[src/rtl/riscv_regfile_pkg.sv]
// Shared register-file constants and types.
// Used by the issue scoreboard and its pending counters.
package riscv_regfile_pkg;
   localparam int NUM_REGS = 32;
   localparam int ADDR_W   = 5;
   localparam int CNT_W    = 2;
   localparam int MAX_PEND = 3;

   localparam logic [ADDR_W-1:0] REG_ZERO = 5'd0;

   typedef logic [CNT_W-1:0] pend_cnt_t;

   localparam pend_cnt_t CNT_MAX = pend_cnt_t'(MAX_PEND);
endpackage

[src/rtl/sb_pend_counter.sv]
// Per-register outstanding-write counter.
// Saturating up/down count, clear, and underflow event.
module sb_pend_counter
   import riscv_regfile_pkg::*;
(
   input  logic      clock,
   input  logic      reset,
   input  logic      clear,
   input  logic      inc,
   input  logic      dec,
   output pend_cnt_t cnt,
   output logic      busy,
   output logic      udf
);

   pend_cnt_t nxt;

   always_comb begin
      nxt = cnt;
      udf = 1'b0;
      if (inc && !dec) begin
         if (cnt != CNT_MAX)
            nxt = cnt + 1'b1;
      end else if (!inc && dec) begin
         if (cnt == '0)
            udf = 1'b1;
         else
            nxt = cnt - 1'b1;
      end
   end

   always_ff @(posedge clock) begin
      if (reset || clear) begin
         cnt  <= '0;
         busy <= 1'b0;
      end else begin
         cnt  <= nxt;
         busy <= (nxt != '0);
      end
   end

endmodule

[src/rtl/reg_scoreboard.sv]
// Issue-side register scoreboard.
// Stalls issue on RAW hazards and full WAW depth.
module reg_scoreboard
   import riscv_regfile_pkg::*;
#(
   parameter int STALL_CNT_W = 32
) (
   input  logic                   clock,
   input  logic                   reset,
   input  logic                   issue_valid,
   input  logic [ADDR_W-1:0]      issue_rs1,
   input  logic [ADDR_W-1:0]      issue_rs2,
   input  logic                   issue_use_rs1,
   input  logic                   issue_use_rs2,
   input  logic [ADDR_W-1:0]      issue_rd,
   input  logic                   issue_wr_rd,
   output logic                   issue_ready,
   input  logic                   wb_valid,
   input  logic [ADDR_W-1:0]      wb_rd,
   input  logic                   flush,
   output logic [NUM_REGS-1:0]    busy_mask,
   output logic [STALL_CNT_W-1:0] stall_cycles,
   output logic                   wb_underflow
);

   pend_cnt_t           cnt [NUM_REGS];
   logic [NUM_REGS-1:0] udf;
   logic                raw1;
   logic                raw2;
   logic                waw_full;
   logic                fire;

   assign cnt[0]       = '0;
   assign udf[0]       = 1'b0;
   assign busy_mask[0] = 1'b0;

   // Hazards look only at registered counts: no wb bypass.
   assign raw1 = issue_use_rs1 && issue_rs1 != REG_ZERO
              && cnt[issue_rs1] != '0;
   assign raw2 = issue_use_rs2 && issue_rs2 != REG_ZERO
              && cnt[issue_rs2] != '0;
   assign waw_full = issue_wr_rd && issue_rd != REG_ZERO
                  && cnt[issue_rd] == CNT_MAX;

   assign issue_ready = !(raw1 || raw2 || waw_full);
   assign fire        = issue_valid && issue_ready;

   for (genvar r = 1; r < NUM_REGS; r++) begin : g_cnt
      logic inc;
      logic dec;

      assign inc = fire && issue_wr_rd
                && issue_rd == ADDR_W'(r);
      assign dec = wb_valid && wb_rd == ADDR_W'(r);

      sb_pend_counter u_cnt (
         .clock (clock),
         .reset (reset),
         .clear (flush),
         .inc   (inc),
         .dec   (dec),
         .cnt   (cnt[r]),
         .busy  (busy_mask[r]),
         .udf   (udf[r])
      );
   end

   always_ff @(posedge clock) begin
      if (reset)
         wb_underflow <= 1'b0;
      else if (!flush && |udf)
         wb_underflow <= 1'b1;
   end

   always_ff @(posedge clock) begin
      if (reset)
         stall_cycles <= '0;
      else if (issue_valid && !issue_ready
               && stall_cycles != '1)
         stall_cycles <= stall_cycles + 1'b1;
   end

endmodule

[config.mk]
export PLATFORM = sky130hd
export DESIGN_NAME = reg_scoreboard
export DESIGN_NICKNAME = d
export VERILOG_FILES = /design/src/rtl/riscv_regfile_pkg.sv /design/src/rtl/sb_pend_counter.sv /design/src/rtl/reg_scoreboard.sv
export SDC_FILE = /design/constraint.sdc
export NUM_CORES = 1
export LEC_CHECK = 0
export ABC_CLOCK_PERIOD_IN_PS = 3600
export BUFFER_PORTS_ARGS = -buffer_cell sky130_fd_sc_hd__buf_2
export CORE_MARGIN = 1.5
export CORE_UTILIZATION = 55
export CTS_BUF_LIST = sky130_fd_sc_hd__clkbuf_4
export CTS_CLUSTER_DIAMETER = 80
export DETAILED_ROUTE_END_ITERATION = 6
export PLACE_DENSITY = 0.79
export REMOVE_ABC_BUFFERS = 1
export SLEW_MARGIN = 20
export SYNTH_ARGS = -nofsm -noshare
export SYNTH_HDL_FRONTEND = slang
export SYNTH_SLANG_ARGS = --single-unit
[constraint.sdc]
create_clock -name clock -period 3.6 [get_ports clock]
set_input_delay 0.54 -clock clock [delete_from_list [all_inputs] [get_ports clock]]
set_output_delay 0.54 -clock clock [all_outputs]
set_load 0.005 [all_outputs]
Word-level counts from Yosys, hierarchy flattened:

Index checks and enable logic that the tools add are counted.
Widths: inputs -> output; s select.

* input port bits: 28
* output and inout bits: 66
* bits in registers: 126

* add/sub/neg operators: 63
* reduce and logical (&&, ||, !) cells: 270
* $lt $le $gt $ge: 3
* bitwise gates (word level): 3
* equality and inequality tests: 95
* multiplexer cells: 226

Operators by type and width (count)
* $mux 2: 130
* $eq 5x5->1 const B: 32
* $logic_and 1x1->1: 135
* $mux 1: 93
* $eq 5x4->1 const B: 16
* $reduce_bool 2->1: 33
* $logic_not 1->1: 64
* $add 2x1->2 const B: 31
* $logic_not 2->1: 31
* $ne 2x2->1 const B: 31
* $sub 2x1->2 const B: 31
* $eq 5x3->1 const B: 8
* $add 32x1->32 const B: 1
* $ne 32x32->1 const B: 1
* $reduce_or 31->1: 1
* $bmux 2 s5: 3
* $eq 5x2->1 const B: 4
* $ge 6x6->1 const B: 3
* $not 5->6: 3
* $reduce_bool 5->1: 3
* $eq 5x1->1 const B: 2
* $logic_or 1x1->1: 3
* $eq 2x2->1 const B: 1

Logic depth before layout (Yosys ltp):

* word-level depth: 18
* depth in mapped cells: 14
* mapped depth without buffers: 10

Modules after synthesis:

From an unflattened synthesis, not the netlist that was laid out.

* cell total of the unflattened synthesis: 1090
* area total of the unflattened synthesis: 9163.8 um2

Modules (own cells, without submodules)
* sb_pend_counter: area each 171.4 um2, cells each 19, times used 31
* reg_scoreboard: area each 3849.9 um2, cells each 501, times used 1

Least setup slack after synthesis:

No wires, ideal clock.

* path kind: input to register
* from: input port issue_rd[0]
* to: register wb_underflow
* arrival time: 3.039 ns
* cell stages on the path: 12
* setup slack: 0.428 ns
* cell sequence: buf_6 mux4_2 a22oi_1 o211a_1 a211oi_2 nor4_4 nand2_2 buf_6 o31a_1 a32o_1 nor4_1 a311oi_1

* longest elaborated chain between the ends: 17
* elaborated cells on any way between the ends: 231
* those cells by class: eq/ne (32); mux (65); bitwise (1); reduce/logical (133)

Ends and longest elaborated chain
* start, declared: line reg_scoreboard.sv:15 `input logic [ADDR_W-1:0] issue_rd,`
* $not 5->6 (implied by the code): line reg_scoreboard.sv:43 `&& cnt[issue_rd] == CNT_MAX;`
* $bmux 2 s5: line reg_scoreboard.sv:43
* $mux 2 (implied by the code) (2 in a row): line reg_scoreboard.sv:43
* $eq 2x2->1: line reg_scoreboard.sv:43
* $logic_and 1x1->1: line reg_scoreboard.sv:43
* $logic_or 1x1->1: line reg_scoreboard.sv:45 `assign issue_ready = !(raw1 || raw2 || waw_full);`
* $logic_not 1->1: line reg_scoreboard.sv:45
* $logic_and 1x1->1: line reg_scoreboard.sv:46 `assign fire = issue_valid && issue_ready;`
* $logic_and 1x1->1: line reg_scoreboard.sv:52 `assign inc = fire && issue_wr_rd`
* $logic_and 1x1->1: line reg_scoreboard.sv:53 `&& issue_rd == ADDR_W'(r);`
* $logic_not 1->1: line sb_pend_counter.sv:24 `end else if (!inc && dec) begin`
* $logic_and 1x1->1: line sb_pend_counter.sv:24
* $mux 1: line sb_pend_counter.sv:24
* $mux 1: line sb_pend_counter.sv:21 `if (inc && !dec) begin`
* $reduce_or 31->1 *: line reg_scoreboard.sv:71 `else if (!flush && |udf)`
* $logic_and 1x1->1 *: line reg_scoreboard.sv:71
* end signal, assigned: line reg_scoreboard.sv:70 `wb_underflow <= 1'b0;`
* end signal, assigned: line reg_scoreboard.sv:72 `wb_underflow <= 1'b1;`
* end, declared: line reg_scoreboard.sv:23 `output logic wb_underflow`

Mark *: on every way between the ends. The rest lies on a longest branch, timed or not. The select of a mux whose other input is x is not followed.
A chain may end at the register's enable or synchronous reset.

Worst setup path in the final report:

* from: register g_cnt[19].u_cnt.cnt[0]
* to: output port issue_ready

* longest elaborated chain between the ends: 8
* elaborated cells on any way between the ends: 18
* those cells by class: eq/ne (1); mux (9); reduce/logical (8)

Ends and longest elaborated chain
* start, declared: line sb_pend_counter.sv:11 `output pend_cnt_t cnt,`
* start signal, assigned: line sb_pend_counter.sv:37 `cnt <= nxt;`
* $bmux 2 s5, on equally long branches: line reg_scoreboard.sv:39, reg_scoreboard.sv:41
* $mux 2, on equally long branches (2 in a row): line reg_scoreboard.sv:39, reg_scoreboard.sv:41
* $reduce_bool 2->1, on equally long branches: line reg_scoreboard.sv:39, reg_scoreboard.sv:41
* $logic_and 1x1->1, on equally long branches: line reg_scoreboard.sv:39, reg_scoreboard.sv:41
* $logic_or 1x1->1: line reg_scoreboard.sv:45
* $logic_or 1x1->1 *: line reg_scoreboard.sv:45
* $logic_not 1->1 *: line reg_scoreboard.sv:45
* end, declared: line reg_scoreboard.sv:17 `output logic issue_ready,`

Marked as above.

==> reports/metrics.csv <==
stage,metric,value,unit
global_routing,first-pass GRT wire length,37300,µm
sta,Final setup viols,0,
sta,period utilisation layout,0.985,
clock_network,total CTS buffers,17,
placement,port bufs,92,
placement,dpl cells,1210,
global_routing,largest net degree at the start of global routing,49,
finish,post-layout util,0.623,
finish,fillers,1286,
pwr,VDD IR max,0.000174,V
floorplanning,area of the core,13900,µm²
setup_path,R2R cell count,11,
routing,final WL,23600,µm
finish,Layout area overhead,10.8,%
synth,"EDFF count, synth",0,
clock_network,clk root buf,clkbuf_4,
finish,Seq. cell area,2530,µm²
pwr,sequential power share,0.551,
outcome,status,"finished, final reports clean",
sta,fin crit period,3550,ps
setup_path,Critical Path RT,3060,ps
setup_path,Max Fanout on Critical Path,7,
sta,Setup Skew,15.1,ps
global_routing,GRT Total Usage,0.324,
sta,Peak Freq,282,MHz
clock_network,H-tree depth,4,
pwr,Leak,3.27,nW
clock_network,number of buffers on the longest clock path,2,
pwr,NetSw,699,µW
finish,post-route non-filler standard cell count,1244,
sta,final count of pins violating max slew,0,
pwr,sw frac,0.275,
sta,slew margin rel.,0.357,
routing,DRC errors left,0,
sta,"Hold Vio Cnt, Final",0,
setup_path,critical path endpoint category,primary output,
pwr,Pint,1.85,mW
sta,Worst Slack Setup Final,53.1,ps
sta,Worst-Margin Slew,964,ps
setup_path,"Data arrival, critical path",3010,ps
hold_path,hold depth,3,
routing,first-pass detailed-route iteration total,7,
floorplanning,I/O pins,94,
synth,Async SR Flop Fraction,0,
routing,post-DR vias/cell,6.29,
placement,Placer Congestion,1.02,
hold_path,class of the worst hold path,in -> reg,
synth,Synth Register Bits,126,
floorplanning,height of the die,122,µm
pwr,share of power burned in the clock network,0.331,
global_routing,vias in the first global route,6993,
synth,Synth Flop Type,dfxtp_1,
setup_path,critical path type,reg -> out,
synth,Mapped Area,7810,µm²
synth,Syn Inst Count,970,
placement,DP HPWL,18000,µm
routing,antenna violation net count after detailed routing,0,
finish,nets@finish,1082,
clock_network,CTS tree,built,
setup_path,R2R Setup Slk,150,ps
synth,YS warnings,0,
routing,Starting DRT DRC Count,790,
routing,vias,7825,
setup_path,nature of the critical path startpoint,flop,
clock_network,clk slew on worst S/H paths,110,ps
floorplanning,DIE WIDTH,122,µm
finish,layout cell share with drive strength beyond 1,0.219,
global_routing,initial antenna violation count,2,
synth,Synth area leaders,"dfxtp_1 (32%), nor2_1 (5.8%), mux4_2 (4.9%), a21oi_1 (4.1%), buf_4 (3.4%)",
routing,wire length per cell,19.0,µm
floorplanning,initial core utilization,0.562,
synth,area share of the largest cell type after synthesis,0.323,
clock_network,total clock sinks,126,
synth,"Avg Cell Area, Syn",8.05,µm²
synth,Synth area leader,dfxtp_1,
job,Max-Cap Viols,0,
placement,pre-CTS setup slack,-14.1,ps
pwr,pwr dens,294,nW/µm²
floorplanning,full die area,14900,µm²
floorplanning,Core Rows,43,
finish,footprint of the multi-input gates,4660,µm²
clock_network,Worst-Skew Late Latency,530,ps
global_routing,global route overflow,0,
pwr,Logic pwr share,0.118,
synth,Synth cell types,82,
synth,register area share after synthesis,0.323,
clock_network,Hold Buf Count CTS,0,
==> metal layers <==
layer | global-route usage | up-vias | share of wire
met3 | 0.0805 | 81 | 0.098
li1 | - | 3727 | -
met2 | 0.507 | 422 | 0.44
met4 | 0.142 | 2 | 0.037
met1 | 0.423 | 3593 | 0.42
met5 | 0 | - | 0.00055
==> critical path: stages (launching register included) <==
cell     delay, ps
dfxtp_1        380
or2_2          370
mux4_2         470
o22ai_1        160
a211o_1        190
o311a_4        200
buf_4          140
nand2_2        120
buf_4          180
nor2_1         120
buf_2          140
==> metrics by stage <==
step / TNS, ps / total power [mW] / cell area, µm² / hold WS [ps]
after global placement: 0 / 1.72 / 8380 / 477
after floorplan: 0 / 1.58 / 7320 / 475
after CTS: 0 / 2.56 / 8610 / 302
after detailed placement: -15.2 / 1.72 / 8380 / 487
after global routing: -0.804 / 2.64 / 8650 / 349
final: 0 / 2.55 / 8650 / 339
==> power groups by stage <==
stage | Combinational (mW) | Sequential, mW | Clock (mW)
6_report | 0.300 | 1.40 | 0.843
5_1_grt | 0.318 | 1.40 | 0.918
3_3_place_gp | 0.284 | 1.43 | 0
2_1_floorplan | 0.144 | 1.43 | 0
3_5_place_dp | 0.284 | 1.43 | 0
4_1_cts | 0.287 | 1.40 | 0.866
==> repair_timing <==
action | 4_1_cts | 5_1_grt
cloned | 0 | 0
pin swaps | 0 | 1
setup buffers | 1 | 3
resized for setup | 2 | 4
setup endpoints to repair | 1 | 3
==> cell type report <==
cell class / instances / share of cell area
Multi-Input combinational cell: 724 / 0.538
Sequential cell: 126 / 0.293
Timing Repair Buffer: 146 / 0.100
Tap cell: 180 / 0.0260
Clock buffer: 20 / 0.0174
Inverter: 38 / 0.0165
Clock inverter: 9 / 0.00854
Antenna cell: 1 / 0.000289
==> placed cells by master, fill, tap and decap left out, drive strengths merged, types with 10 or more instances in the layout <==
master	netlist	final
or2	26	26
nand2b	14	14
a31oi	12	12
clkbuf	31	20
nand3	29	29
mux4	17	17
nor2	121	121
or3	19	19
nor2b	10	10
a211oi	19	19
a21oi	65	65
o211ai	14	14
dfxtp	126	126
nor4	22	22
nor3	30	30
o21ai	53	53
o31ai	18	18
nand2	65	65
nand4	19	19
xor2	16	16
and3	10	10
buf	51	146
inv	37	37
==> path summary, 6_finish.rpt <==
kind	from	endpoint
min reg2reg	stall_cycles[21]	stall_cycles[21]
max reg2reg	g_cnt[19].u_cnt.cnt[0]	wb_underflow
min	flush	wb_underflow
max	g_cnt[19].u_cnt.cnt[0]	issue_ready
==> kinds of logic after synthesis <==
| family | after synthesis | share of synthesized area |
|---|---|---|
| simple gates | 401 | 0.267 |
| compound gates | 275 | 0.244 |
| flops | 126 | 0.323 |
| buf+inv | 120 | 0.0808 |
| xor+xnor | 23 | 0.0258 |
| mux | 21 | 0.0543 |
| fa+ha+maj | 3 | 0.00417 |
| other cells | 1 | 0.000480 |
==> flip-flops by register name, summed over array words and instances, names as in the netlist <==
register and flops:
wb_underflow 1, stall_cycles 32, g_cnt.u_cnt.cnt 62, g_cnt.u_cnt.busy 31
==> cell usage after synthesis (16+ instances only) <==
library cell and instances:
nor2_1 120, nor4_1 19, clkbuf_1 31, nand4_1 18, o21ai_0 52, nand2_1 64, dfxtp_1 126, xor2_1 16
buf_4 35, inv_1 35, or2_2 16, a21oi_1 64, nand3_1 27, mux4_2 17, or3_1 19, a211oi_1 17
nor3_1 30, o31ai_1 16
No activity file was read; power rests on OpenSTA's default activity.
